## config.mk

```make
export PLATFORM = sky130hd
export DESIGN_NAME = fetch_sequencer
export DESIGN_NICKNAME = d
export VERILOG_FILES = /design/src/rtl/fetch_sequencer.sv
export SDC_FILE = /design/constraint.sdc
export NUM_CORES = 1
export LEC_CHECK = 0
export BUFFER_PORTS_ARGS = -buffer_cell sky130_fd_sc_hd__buf_4
export CORE_MARGIN = 5
export CORE_UTILIZATION = 60
export DETAILED_ROUTE_END_ITERATION = 8
export HOLD_SLACK_MARGIN = 0.08
export PLACE_DENSITY = 0.84
export SYNTH_ARGS = -nofsm -noshare
export SYNTH_HDL_FRONTEND = slang
export SYNTH_SLANG_ARGS = --single-unit
```

## constraint.sdc

```tcl
create_clock -name clock -period 3.09 [get_ports clock]
set_input_delay 0.1545 -clock clock [delete_from_list [all_inputs] [get_ports clock]]
set_output_delay 0.1545 -clock clock [all_outputs]
set_load 0.01 [all_outputs]
```

## src/rtl/fetch_sequencer.sv

```systemverilog
// rtl/fetch_sequencer.sv - PC owner and instruction-fetch sequencer with a 2-entry decode queue
module fetch_sequencer #(
    parameter int                         INST_ADDR_WIDTH = 32,
    parameter int                         INST_WIDTH      = 32,
    parameter logic [INST_ADDR_WIDTH-1:0] RESET_PC        = '0
) (
    input  logic                       clock,
    input  logic                       reset,
    output logic                       mem_req,
    output logic [INST_ADDR_WIDTH-1:0] mem_addr,
    input  logic                       mem_ack,
    input  logic [INST_WIDTH-1:0]      mem_rdata,
    input  logic                       stall,
    input  logic                       redirect,
    input  logic [INST_ADDR_WIDTH-1:0] redirect_pc,
    output logic                       inst_valid,
    output logic [INST_WIDTH-1:0]      inst_data,
    output logic [INST_ADDR_WIDTH-1:0] inst_pc
);

    typedef enum logic [1:0] {
        IDLE    = 2'd0,
        FETCH   = 2'd1,
        DISCARD = 2'd2
    } state_t;

    state_t                     state, state_n;
    logic [INST_ADDR_WIDTH-1:0] pc, pc_n;
    logic [INST_ADDR_WIDTH-1:0] disc_addr, disc_addr_n;
    logic                       out_valid, out_valid_n;
    logic [INST_WIDTH-1:0]      out_data, out_data_n;
    logic [INST_ADDR_WIDTH-1:0] out_pc, out_pc_n;
    logic                       skid_valid, skid_valid_n;
    logic [INST_WIDTH-1:0]      skid_data, skid_data_n;
    logic [INST_ADDR_WIDTH-1:0] skid_pc, skid_pc_n;
    logic                       take;
    logic                       consume;

    always_ff @(posedge clock or negedge reset) begin
        if (!reset) begin
            state <= IDLE;
        end else begin
            state <= state_n;
        end
    end

    always_ff @(posedge clock or negedge reset) begin
        if (!reset) begin
            pc         <= RESET_PC;
            disc_addr  <= '0;
            out_valid  <= 1'b0;
            out_data   <= '0;
            out_pc     <= '0;
            skid_valid <= 1'b0;
            skid_data  <= '0;
            skid_pc    <= '0;
        end else begin
            pc         <= pc_n;
            disc_addr  <= disc_addr_n;
            out_valid  <= out_valid_n;
            out_data   <= out_data_n;
            out_pc     <= out_pc_n;
            skid_valid <= skid_valid_n;
            skid_data  <= skid_data_n;
            skid_pc    <= skid_pc_n;
        end
    end

    always_comb begin
        state_n      = state;
        pc_n         = pc;
        disc_addr_n  = disc_addr;
        out_valid_n  = out_valid;
        out_data_n   = out_data;
        out_pc_n     = out_pc;
        skid_valid_n = skid_valid;
        skid_data_n  = skid_data;
        skid_pc_n    = skid_pc;
        mem_req      = 1'b0;
        mem_addr     = pc;
        take         = 1'b0;
        consume      = 1'b0;

        case (state)
            IDLE: begin
                state_n = FETCH;
            end

            FETCH: begin
                mem_req = !skid_valid;
                if (redirect) begin
                    out_valid_n  = 1'b0;
                    skid_valid_n = 1'b0;
                    pc_n         = redirect_pc;
                    // The pending read must still complete; remember its address to keep it stable.
                    if (mem_req && !mem_ack) begin
                        state_n     = DISCARD;
                        disc_addr_n = pc;
                    end
                end else begin
                    take    = mem_req && mem_ack;
                    consume = out_valid && !stall;
                    if (take) begin
                        pc_n = pc + INST_ADDR_WIDTH'(4);
                    end
                    if (consume) begin
                        if (skid_valid) begin
                            out_data_n   = skid_data;
                            out_pc_n     = skid_pc;
                            skid_valid_n = 1'b0;
                            if (take) begin
                                skid_valid_n = 1'b1;
                                skid_data_n  = mem_rdata;
                                skid_pc_n    = pc;
                            end
                        end else if (take) begin
                            out_data_n = mem_rdata;
                            out_pc_n   = pc;
                        end else begin
                            out_valid_n = 1'b0;
                        end
                    end else if (take) begin
                        if (!out_valid) begin
                            out_valid_n = 1'b1;
                            out_data_n  = mem_rdata;
                            out_pc_n    = pc;
                        end else begin
                            skid_valid_n = 1'b1;
                            skid_data_n  = mem_rdata;
                            skid_pc_n    = pc;
                        end
                    end
                end
            end

            DISCARD: begin
                mem_req  = 1'b1;
                mem_addr = disc_addr;
                if (redirect) begin
                    pc_n = redirect_pc;
                end
                if (mem_ack) begin
                    state_n = FETCH;
                end
            end

            default: begin
                state_n = IDLE;
            end
        endcase
    end

    assign inst_valid = out_valid;
    assign inst_data  = out_data;
    assign inst_pc    = out_pc;

endmodule
```

==> summary.txt <==
Synth
  – Gate count of the mapped netlist: a little over 800
  – Mean Syn Cell Area: 11.27 sq um
  – Post-synthesis async set-or-reset flop share: 100.0%
  – Leading area contributor after synthesis: dfrtp_1
  – Seq cells post-synth: 196
  – Synth top area share: 52.71%
  – Netlist Area Pre-Place: 9305 sq um
  – Synthesized Nets: 899
  – Yosys warnings: 0
  – Unique masters post-synth: between 50 and 60
  – Sequential element share of the synthesized area: 52.71%
  – Top FF cell, synth: dfrtp_1
  – Largest cells by area after synthesis: dfrtp_1 (53%), mux2_2 (15%), mux2i_1 (7.1%)
  – EDFF count, synth: 0

Run status
  – Run status: finished, final reports clean

Global routing
  – First-pass GRT wire length: 37490 um
  – Initial antenna violation count: 0
  – Number of global-route vias before repair: 7231
  – Total gr overflow: 0
  – Largest net degree at the start of global routing: 129
  – GRT Resource Usage Total: between 20 and 30%

STA
  – Pins over their slew limit: 0
  – Fin. Hold Viols: 0
  – Final worst path period share: between 80% and 90%
  – Worst rel slew slack: between 15 and 20%
  – RSZ-0062 raised after global routing: false
  – Setup TNS: 0 ns
  – Setup WS post-layout: 0.5951 ns
  – Final Setup Violations: 0
  – FMAX: 400.8 MHz
  – Worst Skew: 0.008818 ns
  – Minimum clock period: 2.495 ns
  – Worst Tran Pin Value: 1.248 ns

Floorplanning
  – Die area: about 18000 sq um
  – Die H: between 100 and 150 um
  – Initial Util: between 60% and 70%
  – Core ar.: 15200 sq um
  – # rows: 45
  – Ports: 167
  – Chip Width: 134.5 um

Worst setup path
  – Setup CP Type: flip-flop to primary output
  – Crit-path slowest cell: buf_4
  – WP buf/inv: 3
  – WP data required: 2.94 ns
  – Crit path max-delay family: buffers and inverters
  – Slowest Stage Delay on Critical Path: 0.46 ns
  – Crit path launch type: flip-flop
  – Crit-path most repeated cell: buf_4
  – Critical Path, Cell by Cell: inv_1, ha_2, buf_4, mux2_2, buf_4
  – Peak fanout along the critical path: 30
  – Worst Setup End Kind: primary output
  – Arrival @ worst endpoint: 2.34 ns

Place
  – DP Wirelength: 14470 um
  – Placer congestion estimate: between 0.8 and 0.9
  – DP Worst Slack: ~0.7 ns
  – DP Area: 10560 sq um
  – PortBufs: roughly 170

CTS
  – H-tree Lvls: 4
  – Num Clock Sinks: 196
  – CTS tree: done
  – Clock latency on the worst-skew pair: 0.43 ns
  – Setup Fix Bufs, Post-CTS: 0
  – Worst-path clk slew: 0.06 ns
  – Cts bufs inserted: 17
  – Clock Path Buffers: 2
  – CTS root buffer: clkbuf_16

Power and ir drop
  – Clock network fraction of total power: between 10% and 20%
  – Lkg Pwr: 5.732 nW
  – Gate power share: 40.3%
  – Psw: 4.305 mW
  – Power Dens Cells: 995.9 nW/um^2
  – Max IR drop VDD: 591.8 uV
  – Switch share: 36.74%
  – Total Power: between 10 and 15 mW
  – Register share of total power: 40.8%
  – Int Pwr: approximately 7.4 mW

Route
  – Post-DRT Antenna Nets: 0
  – DR DRC count: 0
  – Drt initial violations: 631
  – Wirelength, routed: 23240 um
  – DR pass1 iterations: 5
  – Vias per cell: 5.960
  – Avg WL per Cell: between 15 and 20 um
  – DR vias: 7230

Final layout
  – Fin util: between 70% and 80%
  – Filler instances: 948
  – Layout area overhead: 26.45%
  – Share of post-route cells with drive strength above 1: about 34%
  – Ant. Diodes: 0
  – Final Net Count: 1085
  – Fin area: 11770 sq um

Run
  – Max_cap viols: 0

Hold path
  – HP Class: input pin to flip-flop
metrics by stage:
stage / instances / hold slack (ns)
2_1_floorplan: 826 / -0.1411
3_3_place_gp: 1120 / 0.2812
3_5_place_dp: 1120 / 0.2767
4_1_cts: 1213 / 0.08060
5_1_grt: 1213 / 0.08856
6_report: 1213 / 0.09150
what timing repair did:
action	in CTS	in global routing
hold buffers	61	0
resized for setup	0	0
hold endpoints to repair	178	0
path summary, 6_finish.rpt:
check / endpoint / start / depth (start not counted) / slack, ns
hold / removal: pc[5]$_DFFE_PN0P_ / redirect_pc[5] / 3 / 0.09
max in group asynchronous: inst_pc[1]$_DFFE_PN0P_ / reset / 3 / 1.93
hold reg to reg: inst_pc[3]$_DFFE_PN0P_ / inst_pc[3]$_DFFE_PN0P_ / 2 / 0.48
setup / recovery: mem_addr[1] / state[0]$_DFFE_PN0P_ / 5 / 0.60
min in group asynchronous: skid_data[9]$_DFFE_PN0P_ / reset / 2 / 0.38
setup reg to reg: pc[16]$_DFFE_PN0P_ / state[1]$_DFFE_PN0P_ / 8 / 0.65
state kept, by name, indices dropped and copies added, names as in the netlist:
| name | count |
|---|---|
| skid_pc | 32 |
| inst_data | 32 |
| pc | 32 |
| skid_valid | 1 |
| disc_addr | 32 |
| state | 2 |
| inst_pc | 32 |
| inst_valid | 1 |
| skid_data | 32 |
power by group through the flow:
stage | clock [mW] | combinational [mW] | sequential, mW
4_1_cts | 2.24 | 4.69 | 4.74
5_1_grt | 2.34 | 5.15 | 4.95
3_3_place_gp | 0 | 4.43 | 4.70
6_report | 2.22 | 4.72 | 4.78
3_5_place_dp | 0 | 4.58 | 4.78
2_1_floorplan | 0 | 3.00 | 4.50
Yosys cell counts, drive strengths merged (2+ instances only):
cell type and n:
a211oi 2, nand4 12, a21oi 33, nor2 17, mux2i 66, or3 4
buf 42, o22ai 21, and3 8, nor2b 2, dfrtp 196, nor3 6
a2bb2oi 8, mux2 127, and4 6, o21ai 84, nand3 15, a311oi 4
nand2b 2, ha 4, clkbuf 31, a22oi 2, inv 7, and2 4
nand2 105
placed cells by master, fill, tap and decap left out, types with 3 or more instances in the layout:
master / n
dfrtp_1: 196
buf_4: 176
mux2_2: 122
nand2_1: 105
o21ai_0: 68
mux2i_1: 66
dlygate4sd3_1: 61
a21oi_1: 33
o22ai_1: 21
clkbuf_16: 17
nor2_1: 16
o21ai_1: 16
nand3_1: 15
nand4_1: 12
and3_1: 8
a2bb2oi_1: 8
inv_1: 6
and4_1: 6
mux2_1: 5
and2_1: 4
a311oi_1: 4
nor3_1: 4
clkinv_2: 4
clkbuf_8: 4
ha_1: 3
clkinv_4: 3
cell type report:
class,instances,area (sq um),area share (%)
inverters,7,26.28,0.2233
multi-input cells,550,4020,34.17
clock buffers,21,470.5,3.998
well taps,188,235.2,1.999
repair buffers,240,1986,16.88
clock inverters,11,123.9,1.053
flip-flops and latches,196,4905,41.68
per-layer routing:
layer  track usage [%]  wire (um)
met2             43.24      11370
met3             4.769       1437
met1             35.08       9990
met5                 0          0
met4             7.805        436
worst reg2reg max path: stages (launching register included):
cell	delay (ns)
dfrtp_1	0.39
inv_1	0.10
ha_1	0.30
nand2b_1	0.13
o211ai_1	0.78
buf_4	0.35
a21oi_1	0.07
nor2_1	0.12
a21oi_1	0.05
cell families (layout without fill, tap and decap cells):
logic type	Yosys count	count (layout)	synth area share [%]
adder cells (fa/ha/maj)	4	4	0.5379
AND/OR/NAND/NOR	187	187	9.574
buffers and inverters	80	279	4.303
AO/OA/AOI/OAI	166	166	10.41
flip-flops	196	196	52.71
multiplexers	193	193	22.47
No activity file was read; power rests on OpenSTA's default activity.
